`src/rtl/i2s_sample_feeder.sv`:
```
// Stereo sample FIFO feeding the I2S transmitter: primes, pops one L/R pair per frame_req, handles underrun/mute.
// Optional I2S_FEEDER_UNDERRUN_CNT_EN adds a saturating underrun_count output.
module i2s_sample_feeder #(
    parameter int DATA_W        = 24,
    parameter int DEPTH         = 8,
    parameter int ADDR_W        = 3,
    parameter int PRIME_LEVEL   = 4,
    parameter int UNDERRUN_HOLD = 0
) (
    input  logic              clk,
    input  logic              reset,
    input  logic              s_valid,
    output logic              s_ready,
    input  logic [DATA_W-1:0] s_left,
    input  logic [DATA_W-1:0] s_right,
    input  logic              frame_req,
    input  logic              mute,
    output logic [DATA_W-1:0] left_word,
    output logic [DATA_W-1:0] right_word,
    output logic              word_valid,
    output logic [ADDR_W:0]   fill_level,
    output logic              underrun,
`ifdef I2S_FEEDER_UNDERRUN_CNT_EN
    output logic [15:0]       underrun_count,
`endif
    input  logic              underrun_clr
);
    typedef enum logic {ST_PRIME, ST_RUN} state_t;

    localparam logic [ADDR_W:0]   L_DEPTH = (ADDR_W+1)'(DEPTH);
    localparam logic [ADDR_W:0]   L_PRIME = (ADDR_W+1)'(PRIME_LEVEL);
    localparam logic [ADDR_W-1:0] L_ONE   = ADDR_W'(1);

    logic [DATA_W-1:0] r_mem_l [DEPTH];
    logic [DATA_W-1:0] r_mem_r [DEPTH];
    logic [ADDR_W-1:0] r_wr_ptr, r_rd_ptr;
    logic [ADDR_W:0]   r_count;
    state_t            r_state;
    logic [DATA_W-1:0] r_last_l, r_last_r;
    logic [DATA_W-1:0] r_left_word, r_right_word;
    logic              r_word_valid, r_underrun;
    logic              w_push, w_pop, w_urun_ev;

    assign s_ready    = (r_count != L_DEPTH);
    assign w_push     = s_valid && s_ready;
    assign w_pop      = frame_req && (r_state == ST_RUN) && (r_count != '0);
    // No bypass: a frame hitting an empty FIFO is an underrun even if a pair is being pushed.
    assign w_urun_ev  = frame_req && (r_state == ST_RUN) && (r_count == '0);

    assign left_word  = r_left_word;
    assign right_word = r_right_word;
    assign word_valid = r_word_valid;
    assign fill_level = r_count;
    assign underrun   = r_underrun;

    // Storage needs no reset: the pointers define which entries are live.
    always_ff @(posedge clk) begin
        if (w_push) begin
            r_mem_l[r_wr_ptr] <= s_left;
            r_mem_r[r_wr_ptr] <= s_right;
        end
    end

    always_ff @(posedge clk) begin
        if (reset) begin
            r_wr_ptr     <= '0;
            r_rd_ptr     <= '0;
            r_count      <= '0;
            r_state      <= ST_PRIME;
            r_last_l     <= '0;
            r_last_r     <= '0;
            r_left_word  <= '0;
            r_right_word <= '0;
            r_word_valid <= 1'b0;
            r_underrun   <= 1'b0;
        end else begin
            if (w_push) r_wr_ptr <= r_wr_ptr + L_ONE;
            if (w_pop)  r_rd_ptr <= r_rd_ptr + L_ONE;
            case ({w_push, w_pop})
                2'b10:   r_count <= r_count + 1'b1;
                2'b01:   r_count <= r_count - 1'b1;
                default: r_count <= r_count;
            endcase

            r_word_valid <= frame_req;
            if (w_pop) begin
                r_last_l <= r_mem_l[r_rd_ptr];
                r_last_r <= r_mem_r[r_rd_ptr];
            end
            if (frame_req) begin
                if (w_pop && !mute) begin
                    r_left_word  <= r_mem_l[r_rd_ptr];
                    r_right_word <= r_mem_r[r_rd_ptr];
                end else if (w_urun_ev && (UNDERRUN_HOLD != 0) && !mute) begin
                    r_left_word  <= r_last_l;
                    r_right_word <= r_last_r;
                end else begin
                    r_left_word  <= '0;
                    r_right_word <= '0;
                end
            end

            if (underrun_clr)   r_underrun <= 1'b0;
            else if (w_urun_ev) r_underrun <= 1'b1;

            case (r_state)
                ST_PRIME: if (r_count >= L_PRIME) r_state <= ST_RUN;
                ST_RUN:   if (w_urun_ev)          r_state <= ST_PRIME;
                default:                          r_state <= ST_PRIME;
            endcase
        end
    end

`ifdef I2S_FEEDER_UNDERRUN_CNT_EN
    logic [15:0] r_urun_cnt;
    assign underrun_count = r_urun_cnt;

    always_ff @(posedge clk) begin
        if (reset || underrun_clr)               r_urun_cnt <= '0;
        else if (w_urun_ev && r_urun_cnt != '1)  r_urun_cnt <= r_urun_cnt + 16'd1;
    end
`endif
endmodule

```
`config.mk`:
```
export PLATFORM = sky130hd
export DESIGN_NAME = i2s_sample_feeder
export DESIGN_NICKNAME = d
export VERILOG_FILES = /design/src/rtl/i2s_sample_feeder.sv
export SDC_FILE = /design/constraint.sdc
export NUM_CORES = 1
export LEC_CHECK = 0
export CAP_MARGIN = 20
export CORE_ASPECT_RATIO = 1.1
export CORE_MARGIN = 3
export CORE_UTILIZATION = 35
export DETAILED_ROUTE_END_ITERATION = 16
export GPL_TIMING_DRIVEN = 0
export SLEW_MARGIN = 25
export SYNTH_ARGS = -nofsm -noshare
export SYNTH_HDL_FRONTEND = slang
export SYNTH_SLANG_ARGS = --single-unit
```
`constraint.sdc`:
```
create_clock -name clk -period 6.9 [get_ports clk]
set_clock_uncertainty 0.2 [all_clocks]
set_input_delay 1.38 -clock clk [delete_from_list [all_inputs] [get_ports clk]]
set_output_delay 1.38 -clock clk [all_outputs]
set_load 0.1 [all_outputs]
```
==> qor.csv <==
stage,metric,value,unit
status,status,"finished, final reports clean",
synth,yosys_register_bits,448,
timing,maxSlewHeadroom,29.9,%
clock_tree,holdBufCountCts,0,
synth,syn_area,0.0165,mm²
clock_tree,htreeDepth,2,
route,route.met3.wl,1990,µm
synth,ys.flop_type,edfxtp_1,
final_layout,final_nets,995,
final_layout,final_core_util,44.2,%
worst_setup_path,r2r_slack,3.95,ns
worst_setup_path,critPathLaunchType,register,
timing,hold_ws,0.282,ns
route,wirelength,35700,µm
clock_tree,cts_resized,0,
synth,synthTopCellsByArea,"edfxtp_1, mux4_2, dfxtp_1, a221o_1, and3_1",
route,vias,8018,
die,die_area,0.0498,mm²
die,die_w,213,µm
route,via_per_inst,5.14,
synth,netlist_instances,755,
pwr,ir_worst_vdd,154,µV
global_route,grt_usage,14.5,%
die,die-height,234,µm
final_layout,layout-drive-gt1-share,23.1,%
route,wl_met1,15300,µm
synth,synth_top_area_share,69.9,%
synth,syn_nets,814,
route,dr.pass1.iters,4,
synth,ys_warn_count,0,
route,wl_met2,17600,µm
die,core,0.0461,mm²
clock_tree,root_buffer,clkbuf_16,
clock_tree,clockBufferDepth,3,
clock_tree,cts_setup_buffers,0,
timing,worst_pin_slew,1.05,ns
placed_design,port_buffers,107,
timing,slew_violations,0,
final_layout,n_antenna_cell,0,
synth,async_flop_share,0,%
clock_tree,cts_tree,done,
timing,fin_crit,4.25,ns
global_route,grt.overflow.total,0,
clock_tree,path_clk_slew,0.06,ns
timing,grt_setup_unrepaired,false,
clock_tree,numCtsBuffers,43,
synth,ys_seq_area_share,77.6,%
route,ant_nets,0,
route,drt_iter0_drc,601,
pwr,p_leak,0.00662,µW
timing,finalSetupViolCount,0,
route,wire_per_inst,22.9,µm
route,route.detailed.drc,0,
worst_setup_path,crit_type,register to output port,
global_route,grt_pass1_vias,8483,
synth,yosysTopAreaCell,edfxtp_1,
die,start_util,35.8,%
global_route,grt_max_degree,21,
worst_setup_path,crit_arrival,2.67,ns
final_layout,fill_cells,3895,
die,pin_count,109,
route,top_layer_used,met5,
clock_tree,clk_latency,0.55,ns
worst_setup_path,cp-end-kind,output port,
synth,avgSynthCellArea,21.9,µm²
min_path,hold_path.class,register to register,
timing,finalHoldViolCount,0,
pwr,p_per_area,275,mW/mm²
worst_setup_path,path_max_fanout,8,
clock_tree,clock-sinks,448,
pwr,p_total,5590,µW
timing,fin_ws,2.65,ns
die,placementRows,82,
timing,clock.fmax,235,MHz
placed_design,hpwl,22800,µm
synth,synth.distinct_cells,32,
placed_design,dp_slack,2.88,ns
placed_design,gp_congestion,0.694,
global_route,grt_pass1_wl,53800,µm
worst_setup_path,required,5.32,ns
flow_run,maxCapViolCount,0,
final_layout,area_growth,23.3,%
synth,synth_edf_count,384,
global_route,antenna_found_initial,4,
timing,fin_crit_sh,61.6,%
synth_stat cells (3+ instances only):
cell type	n
edfxtp_1	384
mux4_2	96
dfxtp_1	64
and3_1	49
a221o_1	48
clkbuf_1	21
nor2_1	17
buf_6	13
buf_2	10
nand2_1	6
ha_1	5
nor3_1	5
a21oi_1	4
nand3_1	4
xor2_1	4
o21ai_0	3
sequential cells by signal, summed over array words and instances, names as in the netlist, named ones only:
name	cells
word_valid	1
r_mem_r	192
r_rd_ptr	3
underrun	1
fill_level	4
r_state	1
left_word	24
right_word	24
r_mem_l	192
r_wr_ptr	3
metrics by stage:
step | setup TNS, ns | cell area [µm²] | cells
2_1_floorplan | 0 | 16500 | 755
3_3_place_gp | -211.07 | 18300 | 1450
6_report | 0 | 20400 | 1559
3_5_place_dp | 0 | 18900 | 1479
5_1_grt | 0 | 20400 | 1559
4_1_cts | 0 | 20400 | 1559
cells in the final DEF (no fill, tap or decap), types with 2 or more instances in the layout:
cell,netlist,routed
buf_4,2,10
nand2_1,6,6
edfxtp_1,384,384
clkbuf_1,21,36
clkdlybuf4s50_1,0,106
ha_1,5,5
nand3_1,4,4
buf_6,13,14
clkbuf_8,0,2
clkbuf_16,0,44
nor3_1,5,3
buf_2,10,11
nor2_1,17,11
dfxtp_1,64,64
nor2b_1,2,2
a21oi_1,4,4
and3_1,49,49
clkinv_2,0,5
xor2_1,4,4
nor2_4,0,6
a221o_1,48,48
nor4_4,2,2
clkinv_1,0,4
o21ai_0,3,3
xnor2_1,2,2
mux2i_1,2,2
buf_8,0,4
mux4_2,96,96
buf_12,0,4
nand2b_1,2,2
buf_16,0,12
bufinv_16,0,6
worst paths after layout:
check	startpoint	to	depth (start not counted)
setup / recovery	fill_level[1]	s_ready	4
hold / removal	right_word[20]	right_word[20]	1
setup reg to reg	fill_level[2]	r_mem_r[1][6]	8
hold reg to reg	right_word[20]	right_word[20]	1
cell families after synthesis:
logic type	Yosys count	share of synthesized area [%]
fa+ha+maj	5	0.379
compound gates	56	3.18
mux	98	13.2
flops	448	77.6
xor+xnor	6	0.318
buf+inv	47	1.78
simple gates	95	3.49
worst max-delay path, stage by stage (launching register included):
cell and delay [ns]:
dfxtp_1 0.31, buf_2 0.17, or4b_1 0.50, clkbuf_1 0.16
clkdlybuf4s50_1 0.99
power by group:
part | internal [µW] | switching [µW]
Clock | 1430 | 977
Combinational | 78.4 | 107
Sequential | 2990 | 12.8
final cells by class:
type                    instances  area, µm²  share of cell area (%)
clock inverters                19        262                    1.28
well taps                     588        736                    3.61
repair buffers                136       1610                    7.90
multi-input cells             260       3460                    17.0
flip-flops and latches        448      12800                    62.9
clock buffers                  61       1180                    5.82
plain buffers                  47        294                    1.44
layer usage:
metal | track usage (%) | up-vias
li1 | - | 3553
met5 | 0 | -
met3 | 3.44 | 59
met2 | 23.7 | 178
met4 | 4.26 | 8
met1 | 19.5 | 4220
Power figures use the tool's default switching activity.
